[config.mk]
export PLATFORM = sky130hd
export DESIGN_NAME = uart_imem_loader
export DESIGN_NICKNAME = d
export VERILOG_FILES = /design/src/rtl/loader_pkg.sv /design/src/rtl/uart_rx_byte.sv /design/src/rtl/uart_imem_loader.sv
export SDC_FILE = /design/constraint.sdc
export NUM_CORES = 1
export LEC_CHECK = 0
export ABC_AREA = 1
export CAP_MARGIN = 0
export CORE_ASPECT_RATIO = 0.8
export CORE_UTILIZATION = 61
export CTS_CLUSTER_DIAMETER = 30
export DETAILED_ROUTE_END_ITERATION = 6
export MAX_ROUTING_LAYER = met4
export PLACE_DENSITY = 0.84
export SYNTH_ARGS = -nofsm -noshare
export SYNTH_HDL_FRONTEND = slang
export SYNTH_HIERARCHICAL = 1
export SYNTH_SLANG_ARGS = --single-unit
[constraint.sdc]
create_clock -name clk -period 5.2 [get_ports clk]
set_clock_uncertainty 0.2 [all_clocks]
set_input_delay 1.56 -clock clk [delete_from_list [all_inputs] [get_ports clk]]
set_output_delay 1.56 -clock clk [all_outputs]
set_load 0.01 [all_outputs]
[src/rtl/loader_pkg.sv]
// Shared types and constants for the UART instruction-memory loader.
package loader_pkg;

  typedef enum logic [1:0] {LOAD, CHECK, RUN, ERR} load_state_e;

  typedef enum logic [1:0] {RX_IDLE, RX_START, RX_DATA, RX_STOP} rx_state_e;

  localparam logic START_BIT = 1'b0;
  localparam logic STOP_BIT  = 1'b1;

  // Smallest address width able to index the given number of words.
  function automatic int unsigned addr_w_for(input int unsigned cells);
    return (cells > 1) ? $clog2(cells) : 1;
  endfunction

endpackage

[src/rtl/uart_rx_byte.sv]
// 8N1 byte receiver: input synchroniser plus mid-bit sampling state machine.
module uart_rx_byte
  import loader_pkg::*;
#(
  parameter int unsigned CLKS_PER_BIT = 16
) (
  input  logic       clk,
  input  logic       rst,
  input  logic       rx,
  output logic       rx_valid,
  output logic [7:0] rx_byte,
  output logic       frame_err,
  output logic       rx_busy
);

  localparam int unsigned CNT_W = $clog2(CLKS_PER_BIT);
  localparam logic [CNT_W-1:0] BIT_LAST  = CNT_W'(CLKS_PER_BIT - 1);
  localparam logic [CNT_W-1:0] HALF_LAST = CNT_W'(CLKS_PER_BIT / 2 - 1);

  rx_state_e        state_q;
  logic             rx_meta_q, rx_sync_q, rx_prev_q;
  logic [CNT_W-1:0] cnt_q;
  logic [2:0]       bit_idx_q;
  logic [7:0]       shift_q;
  logic [7:0]       byte_q;
  logic             valid_q, ferr_q, busy_q;

  always_ff @(posedge clk) begin
    if (!rst) begin
      state_q   <= RX_IDLE;
      rx_meta_q <= 1'b1;
      rx_sync_q <= 1'b1;
      rx_prev_q <= 1'b1;
      cnt_q     <= '0;
      bit_idx_q <= '0;
      shift_q   <= '0;
      byte_q    <= '0;
      valid_q   <= 1'b0;
      ferr_q    <= 1'b0;
      busy_q    <= 1'b0;
    end else begin
      rx_meta_q <= rx;
      rx_sync_q <= rx_meta_q;
      rx_prev_q <= rx_sync_q;
      valid_q   <= 1'b0;
      ferr_q    <= 1'b0;
      case (state_q)
        RX_IDLE: begin
          if (rx_prev_q == STOP_BIT && rx_sync_q == START_BIT) begin
            state_q <= RX_START;
            cnt_q   <= '0;
            busy_q  <= 1'b1;
          end
        end
        // A start bit that is gone by mid-bit is treated as a glitch.
        RX_START: begin
          if (cnt_q == HALF_LAST) begin
            cnt_q <= '0;
            if (rx_sync_q == START_BIT) begin
              state_q   <= RX_DATA;
              bit_idx_q <= '0;
            end else begin
              state_q <= RX_IDLE;
              busy_q  <= 1'b0;
            end
          end else begin
            cnt_q <= cnt_q + CNT_W'(1);
          end
        end
        RX_DATA: begin
          if (cnt_q == BIT_LAST) begin
            cnt_q     <= '0;
            shift_q   <= {rx_sync_q, shift_q[7:1]};
            bit_idx_q <= bit_idx_q + 3'd1;
            if (bit_idx_q == 3'd7) state_q <= RX_STOP;
          end else begin
            cnt_q <= cnt_q + CNT_W'(1);
          end
        end
        RX_STOP: begin
          if (cnt_q == BIT_LAST) begin
            cnt_q   <= '0;
            state_q <= RX_IDLE;
            busy_q  <= 1'b0;
            if (rx_sync_q == STOP_BIT) begin
              valid_q <= 1'b1;
              byte_q  <= shift_q;
            end else begin
              ferr_q <= 1'b1;
            end
          end else begin
            cnt_q <= cnt_q + CNT_W'(1);
          end
        end
        default: state_q <= RX_IDLE;
      endcase
    end
  end

  assign rx_valid  = valid_q;
  assign rx_byte   = byte_q;
  assign frame_err = ferr_q;
  assign rx_busy   = busy_q;

endmodule

[src/rtl/uart_imem_loader.sv]
// Boot loader: packs UART bytes into instruction words, writes imem, checks
// an optional trailing checksum and then releases the CPU from reset.
module uart_imem_loader
  import loader_pkg::*;
#(
  parameter int unsigned CLKS_PER_BIT = 16,
  parameter int unsigned WORD_BYTES   = 4,
  parameter int unsigned CELL_NUMBERS = 64,
  parameter int unsigned ADDR_W       = addr_w_for(CELL_NUMBERS),
  parameter int unsigned BIG_ENDIAN   = 0,
  parameter int unsigned CHECKSUM_EN  = 1
) (
  input  logic                    clk,
  input  logic                    rst,
  input  logic                    uart_rx,
  input  logic                    reload,
  output logic                    imem_we,
  output logic [ADDR_W-1:0]       imem_addr,
  output logic [8*WORD_BYTES-1:0] imem_wdata,
  output logic                    cpu_rst,
  output logic                    load_done,
  output logic                    load_err
);

  localparam int unsigned DATA_W = 8 * WORD_BYTES;
  localparam int unsigned BI_W   = (WORD_BYTES > 1) ? $clog2(WORD_BYTES) : 1;
  localparam logic [BI_W-1:0]   LAST_BYTE = BI_W'(WORD_BYTES - 1);
  localparam logic [ADDR_W-1:0] LAST_ADDR = ADDR_W'(CELL_NUMBERS - 1);

  logic       rx_valid, frame_err, rx_busy;
  logic [7:0] rx_byte;

  uart_rx_byte #(.CLKS_PER_BIT(CLKS_PER_BIT)) u_rx (
    .clk       (clk),
    .rst       (rst),
    .rx        (uart_rx),
    .rx_valid  (rx_valid),
    .rx_byte   (rx_byte),
    .frame_err (frame_err),
    .rx_busy   (rx_busy)
  );

  load_state_e       state_q;
  logic [BI_W-1:0]   byte_idx_q;
  logic [DATA_W-1:0] word_q, word_d, wdata_q;
  logic [7:0]        sum_q;
  logic [ADDR_W-1:0] addr_q;
  logic              we_q, cpu_rst_q, done_q, err_q, drop_q;
  logic [BI_W-1:0]   lane;
  logic              rx_take, ferr_take, restart;

  // A frame already in flight when reload arrives is swallowed.
  assign rx_take   = rx_valid && !drop_q;
  assign ferr_take = frame_err && !drop_q;
  assign restart   = reload && (state_q == RUN || state_q == ERR);

  always_comb begin
    word_d = word_q;
    lane   = (BIG_ENDIAN != 0) ? (LAST_BYTE - byte_idx_q) : byte_idx_q;
    for (int i = 0; i < int'(WORD_BYTES); i++) begin
      if (BI_W'(i) == lane) word_d[i*8 +: 8] = rx_byte;
    end
  end

  always_ff @(posedge clk) begin
    if (!rst || restart) begin
      state_q    <= LOAD;
      byte_idx_q <= '0;
      word_q     <= '0;
      sum_q      <= '0;
      addr_q     <= '0;
      we_q       <= 1'b0;
      wdata_q    <= '0;
      cpu_rst_q  <= 1'b1;
      done_q     <= 1'b0;
      err_q      <= 1'b0;
      drop_q     <= rst && rx_busy;
    end else begin
      we_q <= 1'b0;
      if (drop_q && (rx_valid || frame_err || !rx_busy)) drop_q <= 1'b0;
      if (we_q && addr_q != LAST_ADDR) addr_q <= addr_q + ADDR_W'(1);
      case (state_q)
        LOAD: begin
          if (ferr_take) begin
            state_q <= ERR;
            err_q   <= 1'b1;
          end else if (rx_take) begin
            word_q <= word_d;
            sum_q  <= sum_q + rx_byte;
            if (byte_idx_q == LAST_BYTE) begin
              byte_idx_q <= '0;
              we_q       <= 1'b1;
              wdata_q    <= word_d;
              if (addr_q == LAST_ADDR) begin
                if (CHECKSUM_EN != 0) begin
                  state_q <= CHECK;
                end else begin
                  state_q   <= RUN;
                  cpu_rst_q <= 1'b0;
                  done_q    <= 1'b1;
                end
              end
            end else begin
              byte_idx_q <= byte_idx_q + BI_W'(1);
            end
          end
        end
        CHECK: begin
          if (ferr_take || (rx_take && rx_byte != sum_q)) begin
            state_q <= ERR;
            err_q   <= 1'b1;
          end else if (rx_take) begin
            state_q   <= RUN;
            cpu_rst_q <= 1'b0;
            done_q    <= 1'b1;
          end
        end
        default: ;
      endcase
    end
  end

  assign imem_we    = we_q;
  assign imem_addr  = addr_q;
  assign imem_wdata = wdata_q;
  assign cpu_rst    = cpu_rst_q;
  assign load_done  = done_q;
  assign load_err   = err_q;

endmodule

# Word-level counts from Yosys, hierarchy flattened
# Cells that the tools add are included.
# totals
input_bits	4
reg_bits	118
output_inout_bits	42
word_cells	137
# op_classes
muxes	40
n_bitwise	5
n_reduce_logical	36
add_sub_neg	5
n_eq_ne	29
# op_table
op	count
8-bit two-way mux	4
2-bit two-way mux	13
3-bit AND reduction	5
5-bit AND reduction	3
4-bit two-way mux	3
2-bit by 1-bit inequality test with 1-bit output (second input constant)	6
3-bit inequality test (second input constant)	4
4-bit case mux with 3 select lines	1
1-bit two-way mux	11
2-bit equality test (second input constant)	5
3-bit two-way mux	3
8-bit adder	1
1-bit logical AND	8
8-bit inequality test	1
2-bit case mux with 4 select lines	1
4-bit AND reduction	2
6-bit by 1-bit adder with 6-bit output (second input constant)	1
6-bit equality test (second input constant)	1
2-bit logical NOT	3
2-bit inequality test (second input constant)	3
6-bit inequality test (second input constant)	1
3-bit case mux with 2 select lines	1
2-bit nonzero test	3
1-bit logical OR	5
other kinds (18)	26

# Longest topological paths before layout
# depth
depth_word	6
mapped_depth	10

# Hierarchy
# The synthesis kept the hierarchy.
# modules_own_cells
mod	cells_per_inst	instances	seq_area_each_um2	area_per_inst_um2
uart_imem_loader	476	1	1591.5	3553.4
uart_rx_byte	161	1	620.6	1242.4

# Worst setup path before layout
# OpenSTA, ideal clock, no wires.
# synth_timing
path_kind	input-to-reg
from	input port rst
to	register drop_q (enable)
arrival_time_ns	2.194
n_path_buf	1
stages	4
slack_ns	2.541
setup_time_ns	0.264
required_ns	4.736
cell_sequence	inv_1 -> a21oi_4 -> clkbuf_1 -> o21ai_0
# synth_between
elab_chain_cells	3
# synth_lines
item	line_no	rtl
start, declared	uart_imem_loader.sv:14	input logic rst,
1-bit logical NOT	uart_imem_loader.sv:66	if (!rst || restart) begin
1-bit logical OR	uart_imem_loader.sv:66	
2-bit nonzero test (no source line)	--	
end signal, assigned	uart_imem_loader.sv:77	drop_q <= rst && rx_busy;
end, declared	uart_imem_loader.sv:48	logic we_q, cpu_rst_q, done_q, err_q, drop_q;
# No other way between the ends.
# A chain may end at the register's enable or synchronous reset.

# Worst setup path after layout
# layout_timing
from	input port rst
to	register word_q[10]
# layout_between
elab_chain_cells	2
# layout_lines
item	line_no	rtl
1-bit logical NOT	uart_imem_loader.sv:66	
1-bit logical OR	uart_imem_loader.sv:66	
end signal, assigned	uart_imem_loader.sv:88	word_q <= word_d;
end, declared	uart_imem_loader.sv:45	logic [DATA_W-1:0] word_q, word_d, wdata_q;
# No other way between the ends.

==> out/summary.txt <==
Sequential area share after synthesis - 0.461
F_max - 278 MHz
Final instance area - 5470 µm²
Clock transition at path regs - 0.10 ns
CP top delay family - buffers and inverters
Total global routing overflow - 0
Drt pass-1 iters - 5
Syn Nets - 657
Cell Area, Synth - 4800 µm²
Number of global-route vias before repair - 3,629
Worst-Margin Slew - 1.03 ns
Startpoint Class - primary input
DP HPWL - 6.79 mm
Area growth, synth to finish - 14.1%
Area contributors post-synth - dfxtp_1 45%, inv_1 9.1%, nor2_1 8.7%, nand2_1 5.6%, a21oi_1 5.0%
Crit-path max cell delay - 0.56 ns
Maximum vdd drop - 167 µV
WP data required - 5.28 ns
Multiplexer area fraction after synthesis - 0
Total power - 1.45 mW
# rows - 28
CTS H-tree lvls - 3
Initial antenna violation count - 0
Core area - 7500 µm²
Top-count cell post-synth - inv_1
CP Max Fanout - 32
Setup TNS - 0 ns
Yosys warns - 6
Pwr dens - 266 nW/µm²
Synth Register Bits - 110
DRT iter0 DRCs - 310
Most frequent cells after synthesis - 116 x inv_1, 111 x nor2_1, 109 x dfxtp_1
Mapped Cells - 637
CTS sink cnt - 110
Predominant post-synthesis flop cell - dfxtp_1
WL/cell - 12.6 µm
Fin. Hold Viols - 0
Max-slew violations - 0
Critical path, cell by cell - clkdlybuf4s50_1, buf_4, inv_1, a21oi_4, inv_1, a211oi_1
Crit path buffers/inverters - 4
Max_slew headroom - 0.311
Tcrit/Tclk final - 0.691
Root cell of the clock tree - clkbuf_8
DR DRC count - 0
I/O Pins - 46
Drt via density - 5.28
Final WL - 9.82 mm
Post-Synth Simple-Gate Area - 0.191
Cts hold-fix bufs - 0
Status - finished, final reports clean
Die span in y - 81.3 µm
Post-synth top area cell - dfxtp_1
Layout fillers - 578
Post-Synth XOR/XNOR Area - 0.00548
Die extent in x - 101 µm
Max capacitance violation total - 0
GRT Total Usage - 0.267
Share of the synthesized area in the top cell type - 0.455
Postcts setup bufs - 0
First-pass GRT wire length - 16.5 mm
Final Wtd Congestion - 0.860
Post-Synth Adder-Cell Area - 0.0433
TritonCTS clock tree - built
Leakage - 2.23 nW
Cell mode on critical path - inv_1
Clock latency on the worst-skew pair - 0.37 ns
Synth cell types - 38
Critical path class - primary input to register
Placement Cell Area - 5260 µm²
Die area - 8220 µm²
Num CTS Buffers - 9
Largest net degree at the start of global routing - 64
Post-route ant nets - 0
Tmin final - 3.59 ns
Port bufs - 45
RSZ-0062 raised after global routing - false
Synth Area in Compound Gates - 0.175
CP Data Arrival Time - 3.67 ns
Antenna diode instance count - 0
Min-delay worst type - register to register
Longest Clk Path Bufs - 2
Layout cells sized above 1 - 0.0520
Routed vias - 4,105
Slowest CP cell - inv_1
Largest family of logic cells by synthesized area - simple AND/OR/NAND/NOR gates
Nets@finish - 688
Syn_area_per_cell - 7.53 µm²
EDFF count, synth - 1
Post-synth ARST share - 0
CP Capture Type - register
Initial Util - 0.640
Setup violators final - 0
Gates resized, CTS repair - 0
[power breakdown]
part / internal, mW / leakage [nW] / switching, mW / total (mW)
clock: 0.245 / 0.110 / 0.295 / 0.541
sequential: 0.851 / 0.889 / 0.00764 / 0.858
combinational: 0.0166 / 1.23 / 0.0392 / 0.0558
[metrics by stage]
| stage | setup WS [ns] | hold slack (ns) | util | cells |
|---|---|---|---|---|
| finish | 1.61 | 0.252 | 0.730 | 778 |
| global route | 1.45 | 0.263 | 0.730 | 778 |
| CTS | 1.63 | 0.255 | 0.730 | 778 |
| detailed placement | 1.25 | 0.230 | 0.701 | 762 |
| global placement | 1.29 | 0.195 | 0.701 | 762 |
| floorplan | 2.54 | 0.193 | - | 637 |
[state kept, by name (all words and copies together), names as in the netlist, 2 cells and up, named ones only]
| name | count |
|---|---|
| u_rx/shift_q | 8 |
| state_q | 2 |
| u_rx/bit_idx_q | 3 |
| word_q | 24 |
| imem_wdata | 32 |
| byte_idx_q | 2 |
| u_rx/cnt_q | 4 |
| sum_q | 8 |
| imem_addr | 6 |
| u_rx/rx_byte | 8 |
[path summary, 6_finish.rpt]
check                                  from  slack, ns  cells past startpoint                         end
setup / recovery                        rst       1.61                      6     word_q[10]$_SDFFE_PP0P_
hold / removal    u_rx/rx_meta_q$_SDFF_PN1_       0.25                      1   u_rx/rx_sync_q$_SDFF_PN1_
setup reg to reg       drop_q$_SDFFCE_PN0P_       2.55                      7  imem_wdata[5]$_SDFFE_PP0P_
hold reg to reg   u_rx/rx_meta_q$_SDFF_PN1_       0.25                      1   u_rx/rx_sync_q$_SDFF_PN1_
[routing by layer]
metal | GRT usage | wire length (µm) | share of wire | up-vias
met5 | - | 0 | 0 | -
met2 | 0.424 | 4590 | 0.47 | 119
li1 | - | - | - | 2099
met3 | 0.0628 | 532 | 0.054 | 7
met4 | 0.0667 | 89 | 0.0091 | 0
met1 | 0.347 | 4610 | 0.47 | 1880
[final cells by class]
class	count	area, µm²	area share
Clock buffer	10	138	0.0252
Clock inverter	6	76.3	0.0139
Inverter	120	453	0.0828
Multi-Input combinational cell	379	1990	0.363
Sequential cell	110	2210	0.404
Tap cell	105	131	0.0240
Timing Repair Buffer	48	473	0.0864
[placed cells by master, fill, tap and decap left out, types with 3 or more instances in the layout]
| cell type | count |
|---|---|
| inv_1 | 116 |
| nor2_1 | 111 |
| dfxtp_1 | 109 |
| nand2_1 | 71 |
| a21oi_1 | 48 |
| clkdlybuf4s50_1 | 45 |
| o22ai_1 | 32 |
| o21ai_0 | 28 |
| a211oi_1 | 24 |
| nand3_1 | 18 |
| ha_1 | 15 |
| clkbuf_8 | 10 |
| nor3_1 | 7 |
| inv_2 | 3 |
| inv_6 | 3 |
| buf_4 | 3 |
| o21ai_1 | 3 |
[kinds of logic after synthesis]
logic type,after synthesis
xor gates and xnor gates,3
DFF,110
buffers and inverters,148
adders and majority gates,16
and+or+nand+nor,219
AOI/OAI and AO/OA,141
(Power assumes the default switching activity.)
